### src/rtl/mem_port_arbiter.sv
// rtl/mem_port_arbiter.sv - two-requester arbiter for the shared single-port data/instruction RAM
// Requester 0 (CPU) has fixed priority; requester 1 is forced through after MAX_CONSEC CPU grants.
module mem_port_arbiter #(
  parameter int ADDR_W     = 9,
  parameter int DATA_W     = 16,
  parameter int MAX_CONSEC = 3
) (
  input  logic              clk,
  input  logic              rst,
  input  logic              req0,
  input  logic              we0,
  input  logic [ADDR_W-1:0] addr0,
  input  logic [DATA_W-1:0] wdata0,
  output logic              gnt0,
  output logic              rvalid0,
  output logic [DATA_W-1:0] rdata0,
  input  logic              req1,
  input  logic              we1,
  input  logic [ADDR_W-1:0] addr1,
  input  logic [DATA_W-1:0] wdata1,
  output logic              gnt1,
  output logic              rvalid1,
  output logic [DATA_W-1:0] rdata1,
  output logic [ADDR_W-1:0] ram_addr,
  output logic              ram_we,
  output logic [DATA_W-1:0] ram_din,
  input  logic [DATA_W-1:0] ram_dout
);

  typedef enum logic [1:0] {IDLE, ACCESS, RESP} state_t;

  localparam logic [3:0] MAX_CNT = 4'(MAX_CONSEC);

  state_t              state;
  state_t              state_nxt;
  logic                owner_q;
  logic                we_q;
  logic [ADDR_W-1:0]   addr_q;
  logic [DATA_W-1:0]   wdata_q;
  logic [3:0]          consec_cnt;

  logic                grant;
  logic                winner;

  // Requester 1 wins when the CPU is idle or has used up its consecutive-grant allowance.
  always_comb begin
    grant  = 1'b0;
    winner = 1'b0;
    if (state == IDLE) begin
      if (req1 && (!req0 || consec_cnt == MAX_CNT)) begin
        grant  = 1'b1;
        winner = 1'b1;
      end else if (req0) begin
        grant  = 1'b1;
        winner = 1'b0;
      end
    end
  end

  always_ff @(posedge clk) begin
    if (rst) begin
      state      <= IDLE;
      owner_q    <= 1'b0;
      we_q       <= 1'b0;
      addr_q     <= '0;
      wdata_q    <= '0;
      consec_cnt <= '0;
    end else begin
      state <= state_nxt;
      if (grant) begin
        owner_q <= winner;
        we_q    <= winner ? we1    : we0;
        addr_q  <= winner ? addr1  : addr0;
        wdata_q <= winner ? wdata1 : wdata0;
        if (!winner && req1) begin
          consec_cnt <= (consec_cnt == MAX_CNT) ? consec_cnt : consec_cnt + 4'd1;
        end else begin
          consec_cnt <= '0;
        end
      end
    end
  end

  // Outputs are gated by rst so an in-flight write is dropped and a pending read never reports.
  always_comb begin
    state_nxt = state;
    gnt0      = 1'b0;
    gnt1      = 1'b0;
    rvalid0   = 1'b0;
    rvalid1   = 1'b0;
    rdata0    = '0;
    rdata1    = '0;
    ram_we    = 1'b0;
    ram_addr  = addr_q;
    ram_din   = wdata_q;
    case (state)
      IDLE: begin
        if (grant) begin
          state_nxt = ACCESS;
          gnt0      = !winner && !rst;
          gnt1      = winner && !rst;
        end
      end
      ACCESS: begin
        ram_we    = we_q && !rst;
        state_nxt = we_q ? IDLE : RESP;
      end
      RESP: begin
        if (!rst) begin
          if (owner_q) begin
            rvalid1 = 1'b1;
            rdata1  = ram_dout;
          end else begin
            rvalid0 = 1'b1;
            rdata0  = ram_dout;
          end
        end
        state_nxt = IDLE;
      end
      default: state_nxt = IDLE;
    endcase
  end

endmodule
### config.mk
export PLATFORM = sky130hd
export DESIGN_NAME = mem_port_arbiter
export DESIGN_NICKNAME = d
export VERILOG_FILES = /design/src/rtl/mem_port_arbiter.sv
export SDC_FILE = /design/constraint.sdc
export NUM_CORES = 1
export LEC_CHECK = 0
export ABC_CLOCK_PERIOD_IN_PS = 5100
export BUFFER_PORTS_ARGS = -buffer_cell sky130_fd_sc_hd__buf_2
export CAP_MARGIN = 20
export CELL_PAD_IN_SITES_DETAIL_PLACEMENT = 1
export CELL_PAD_IN_SITES_GLOBAL_PLACEMENT = 1
export CORE_MARGIN = 2
export CORE_UTILIZATION = 29
export CTS_CLUSTER_SIZE = 24
export DETAILED_ROUTE_END_ITERATION = 16
export PLACE_DENSITY = 0.92
export SYNTH_ARGS = -nofsm -noshare
export SYNTH_HDL_FRONTEND = slang
export SYNTH_SLANG_ARGS = --single-unit
### constraint.sdc
create_clock -name clk -period 5.1 [get_ports clk]
set_input_delay 0.51 -clock clk [delete_from_list [all_inputs] [get_ports clk]]
set_output_delay 0.51 -clock clk [all_outputs]
set_load 0.01 [all_outputs]
Word-level counts from Yosys, hierarchy flattened --
Cells that the tools add are included.
Word-level totals: bits in registers 33, bits of input ports 72, output and inout port bits 62, word-level logic and storage cells 53
Cells by class: add/subtract/negate cells 1, eq/ne operators 5, muxes and demuxes 30, reductions and logical operators 11
Operators by type and width (number):
- $mux 16 | 7
- $mux 1 | 17
- $mux 9 | 1
- $mux 4 | 2
- $logic_and 1x1->1 | 5
- $add 4x1->4 const B | 1
- $eq 4x2->1 const B | 1
- $mux 2 | 2
- $ne 2x2->1 const B | 2
- $pmux 2 s2 | 1
- $logic_not 1->1 | 3
- $eq 2x1->1 const B | 1
- $eq 2x2->1 const B | 1
- $logic_not 2->1 | 1
- $reduce_and 2->1 | 1
- $logic_or 1x1->1 | 1

Logic depth before layout (Yosys ltp) --
word-level depth 9, gate-level depth with buffers 7, depth with buffers taken out 5

Least setup slack after synthesis --
Ideal clock, no wire load.
kind in2out, start point in rst, end point out rdata0[10], arrival time 1.736 ns, data required time 4.590 ns, path slack 2.854 ns, stages 4, buffers on the path 2, path through buf_2 nor4b_1 clkbuf_1 and2_1
On the way: word-level cells in the longest chain between the ends 2
Ends and longest elaborated chain:
- start, declared | RTL line 9 | input logic rst,
- $mux 16 | RTL line 109 | if (!rst) begin
- $mux 16 | RTL line 96 | case (state)
- end, declared | RTL line 16 | output logic [DATA_W-1:0] rdata0,
Every way passes these cells.

Worst setup path after layout --
start point reg consec_cnt[0], end point out gnt0
On the way: word-level cells in the longest chain between the ends 9, elaborated cells between the ends (all ways) 11, those cells by class eq/ne (1); mux (6); reduce/logical (4)
Ends and longest elaborated chain:
- start, declared | RTL line 40 | logic [3:0] consec_cnt;
- start signal, assigned | RTL line 76 | consec_cnt <= (consec_cnt == MAX_CNT) ? consec_cnt : consec_cnt + 4'd1;
- $eq 4x2->1 (*) | RTL line 50 | if (req1 && (!req0 || consec_cnt == MAX_CNT)) begin
- $logic_or 1x1->1 (*) | RTL line 50
- $logic_and 1x1->1 (*) | RTL line 50
- $mux 1 | RTL line 50
- $mux 1 | RTL line 49 | if (state == IDLE) begin
- $logic_not 1->1 | RTL line 100 | gnt0 = !winner && !rst;
- $logic_and 1x1->1 | RTL line 100
- $mux 1 (*) | RTL line 98 | if (grant) begin
- $mux 1 (*) | RTL line 96
- end, declared | RTL line 14 | output logic gnt0,
Every way passes the cells marked *; elsewhere a longest branch is shown, timed or not.

==> impl_metrics.yaml <==
run_status:
  outcome: "finished, final reports clean"
floorplanning:
  start_util_pct: 29.9
  pin_count: 134
  die_y_um: 79.2
  die_area_um2: 6270
  die_w_um: 79.2
  placementRows: 27
  core_area_um2: 5470
cells_and_area:
  multi_input_area_um2: 923
  area_delta_synth_final_pct: 52.5
  fin_area_um2: 2500
  seq_area_um2: 661
  fin_nets: 367
  nFillCells: 694
  diodes: 0
  drive_gt1_share_pct: 50.3
  final_core_util_pct: 45.7
placement:
  post-place-ws_ns: 2.21
  dpl_cell_area_um2: 2370
  hpwl_um: 4240
  port_buffers: 133
  gp_congestion: 0.720
route:
  dr_total_vias: 1720
  wl_per_cell_um: 14.5
  detail-route-antenna-nets: 0
  drtPass1Iterations: 4
  finalWirelength_um: 5320
  drt_iter0_drc: 50
  drc_errors: 0
  avgViaCountPerCell: 4.70
clock_tree:
  clock-sinks: 33
  h-tree-depth: 2
  cts_setup_buffers: 0
  cts.reportedPaths.clkPinSlew_ns: 0.07
  cts.repair.resized: 0
  cts_made_buffers: 5
  clock_latency_ns: 0.27
  cts_tree: "done"
  cts_buffer_depth: 2
  cts-root-buf: "clkbuf_8"
  cts_hold_buf: 0
worst_setup_path:
  worstSetupPathType: "reg -> out"
  end_kind: "output pin"
  arrival_ns: 2.20
  reg2regPathDepth: 6
  crit_fanout: 22
  start_kind: "flop"
  cp.required_ns: 4.59
power_and_ir_drop:
  ir_drop_uv: 121
  p_seq_share_pct: 47.0
  p_sw_share_pct: 27.5
  p_leak_uw: 0.00125
  power_density_nw_per_um2: 252
  internal-power_uw: 456
  clockPowerShare_pct: 31.1
  comb_power_share_pct: 22.0
  p_sw_uw: 173
sta:
  postLayoutSetupSlackWorst_ns: 2.39
  rsz0062_at_grt: "no"
  min_period_ns: 2.71
  setup_viol: 0
  drv_slew: 0
  fin_setup_tns_ns: 0
  holdWs_ns: 0.461
  fin_crit_sh_pct: 53.2
  tightestPinTransition_ns: 0.957
  clock.fmax_ghz: 0.369
  hold_viol: 0
  slew_headroom_pct: 36.2
  finClkSkew_ns: 0.00999
global_route:
  grtUsageTotal_pct: 17.0
  grt-ovfl-total: 0
  grt_pass1_vias: 1804
  antenna_found_initial: 0
  grtUsageMet1_pct: 17.8
  use_met3_pct: 4.32
  grt_max_degree: 30
  grt_pass1_wl_um: 8540
  globalRouteMet2Util_pct: 33.4
  grt.busiest_layer: "met2"
yosys:
  yosys_warnings: 0
  synthCells: 162
  avgSynthCellArea_um2: 10.1
  ys_seq_area_share_pct: 40.3
  syn-cell-area_um2: 1640
  ys_types: 29
  syn_nets: 235
  ys_ff_latch: 33
min_path:
  min_path_type: "reg -> reg"
  whs_path_depth: 1
job:
  max-cap-violations: 0
## registers in the layout, summed over array words and instances (netlist names)
name,count
consec_cnt,4
state,2
owner_q,1
we_q,1
ram_din,16
ram_addr,9
## power groups by stage
stage	Clock, µW	Combinational (µW)	Sequential [µW]
2_1_floorplan	0	60.6	309
3_3_place_gp	0	129	300
3_5_place_dp	0	139	301
4_1_cts	201	139	296
5_1_grt	215	152	298
6_report	196	138	296
## placed cells by master (no fill, tap or decap), drive strengths merged, types with 2 or more instances in the layout
cell	synthesis	final
buf	7	136
dfxtp	33	33
and2	32	32
mux2i	27	27
o2bb2ai	27	27
clkbuf	5	7
nor2	5	5
nand3	3	3
a21oi	3	3
or3b	2	2
inv	2	2
nor4b	2	2
nor4bb	2	2
nor2b	2	2
## worst paths after layout
check | to | start | slack [ns]
worst min-delay path | ram_din[2] | ram_din[2] | 0.46
worst max-delay path | gnt0 | consec_cnt[0] | 2.39
worst min register to register | ram_din[2] | ram_din[2] | 0.46
worst max register to register | consec_cnt[1] | consec_cnt[0] | 2.96
## synth_stat cells
cell type  count  area [µm²]
a21oi_1        2        10.0
a21oi_2        1        8.76
a2bb2oi_1      1        8.76
a31oi_1        1        6.26
a32o_1         1        10.0
and2_1        32         200
buf_1          3        11.3
buf_2          2        10.0
buf_6          1        11.3
buf_8          1        15.0
clkbuf_1       4        15.0
clkbuf_4       1        7.51
dfxtp_1       33         661
ha_1           1        12.5
inv_1          2        7.51
mux2i_1       27         270
nand2_1        1        3.75
nand2b_1       1        6.26
nand3_1        3        15.0
nor2_1         5        18.8
nor2b_1        2        12.5
nor3_1         1        5.00
nor3b_1        1        7.51
nor4b_1        2        17.5
nor4bb_1       2        20.0
o2bb2ai_1     27         236
or3_1          1        6.26
or3b_1         2        17.5
or4_1          1        7.51
## logic make-up after synthesis
logic type                 after synthesis  share of synthesized area (%)
adders and majority gates                1                          0.763
buffers and inverters                   14                           4.73
AOI/OAI and AO/OA                       33                           17.1
DFF                                     33                           40.3
and+or+nand+nor                         54                           20.6
muxes                                   27                           16.5
## per-layer routing
metal | part of all wire [%] | up-vias
met5 | 0 | -
met4 | 0.58 | 0
met3 | 5.8 | 4
met2 | 58 | 55
met1 | 36 | 807
li1 | - | 854
## per-stage QoR
stage / total power (µW) / std cells
after global placement: 429 / 355
after floorplan: 369 / 162
after CTS: 636 / 363
final: 630 / 366
after global routing: 665 / 366
after detailed placement: 440 / 356
## area by class of cell
cell class / count / area share (%)
Inverter: 2 / 0.300
Timing Repair Buffer: 137 / 29.1
Tap cell: 72 / 3.60
Multi-Input combinational cell: 115 / 36.9
Clock buffer: 6 / 3.30
Clock inverter: 1 / 0.300
Sequential cell: 33 / 26.4
## critical path, cell delays in order, from the launching register on
cell and delay, ns:
dfxtp_1 0.38, ha_1 0.19, or3b_1 0.44, a21oi_4 0.39, buf_12 0.24, nor2_1 0.10, buf_2 0.20
Power figures use the tool's default switching activity.
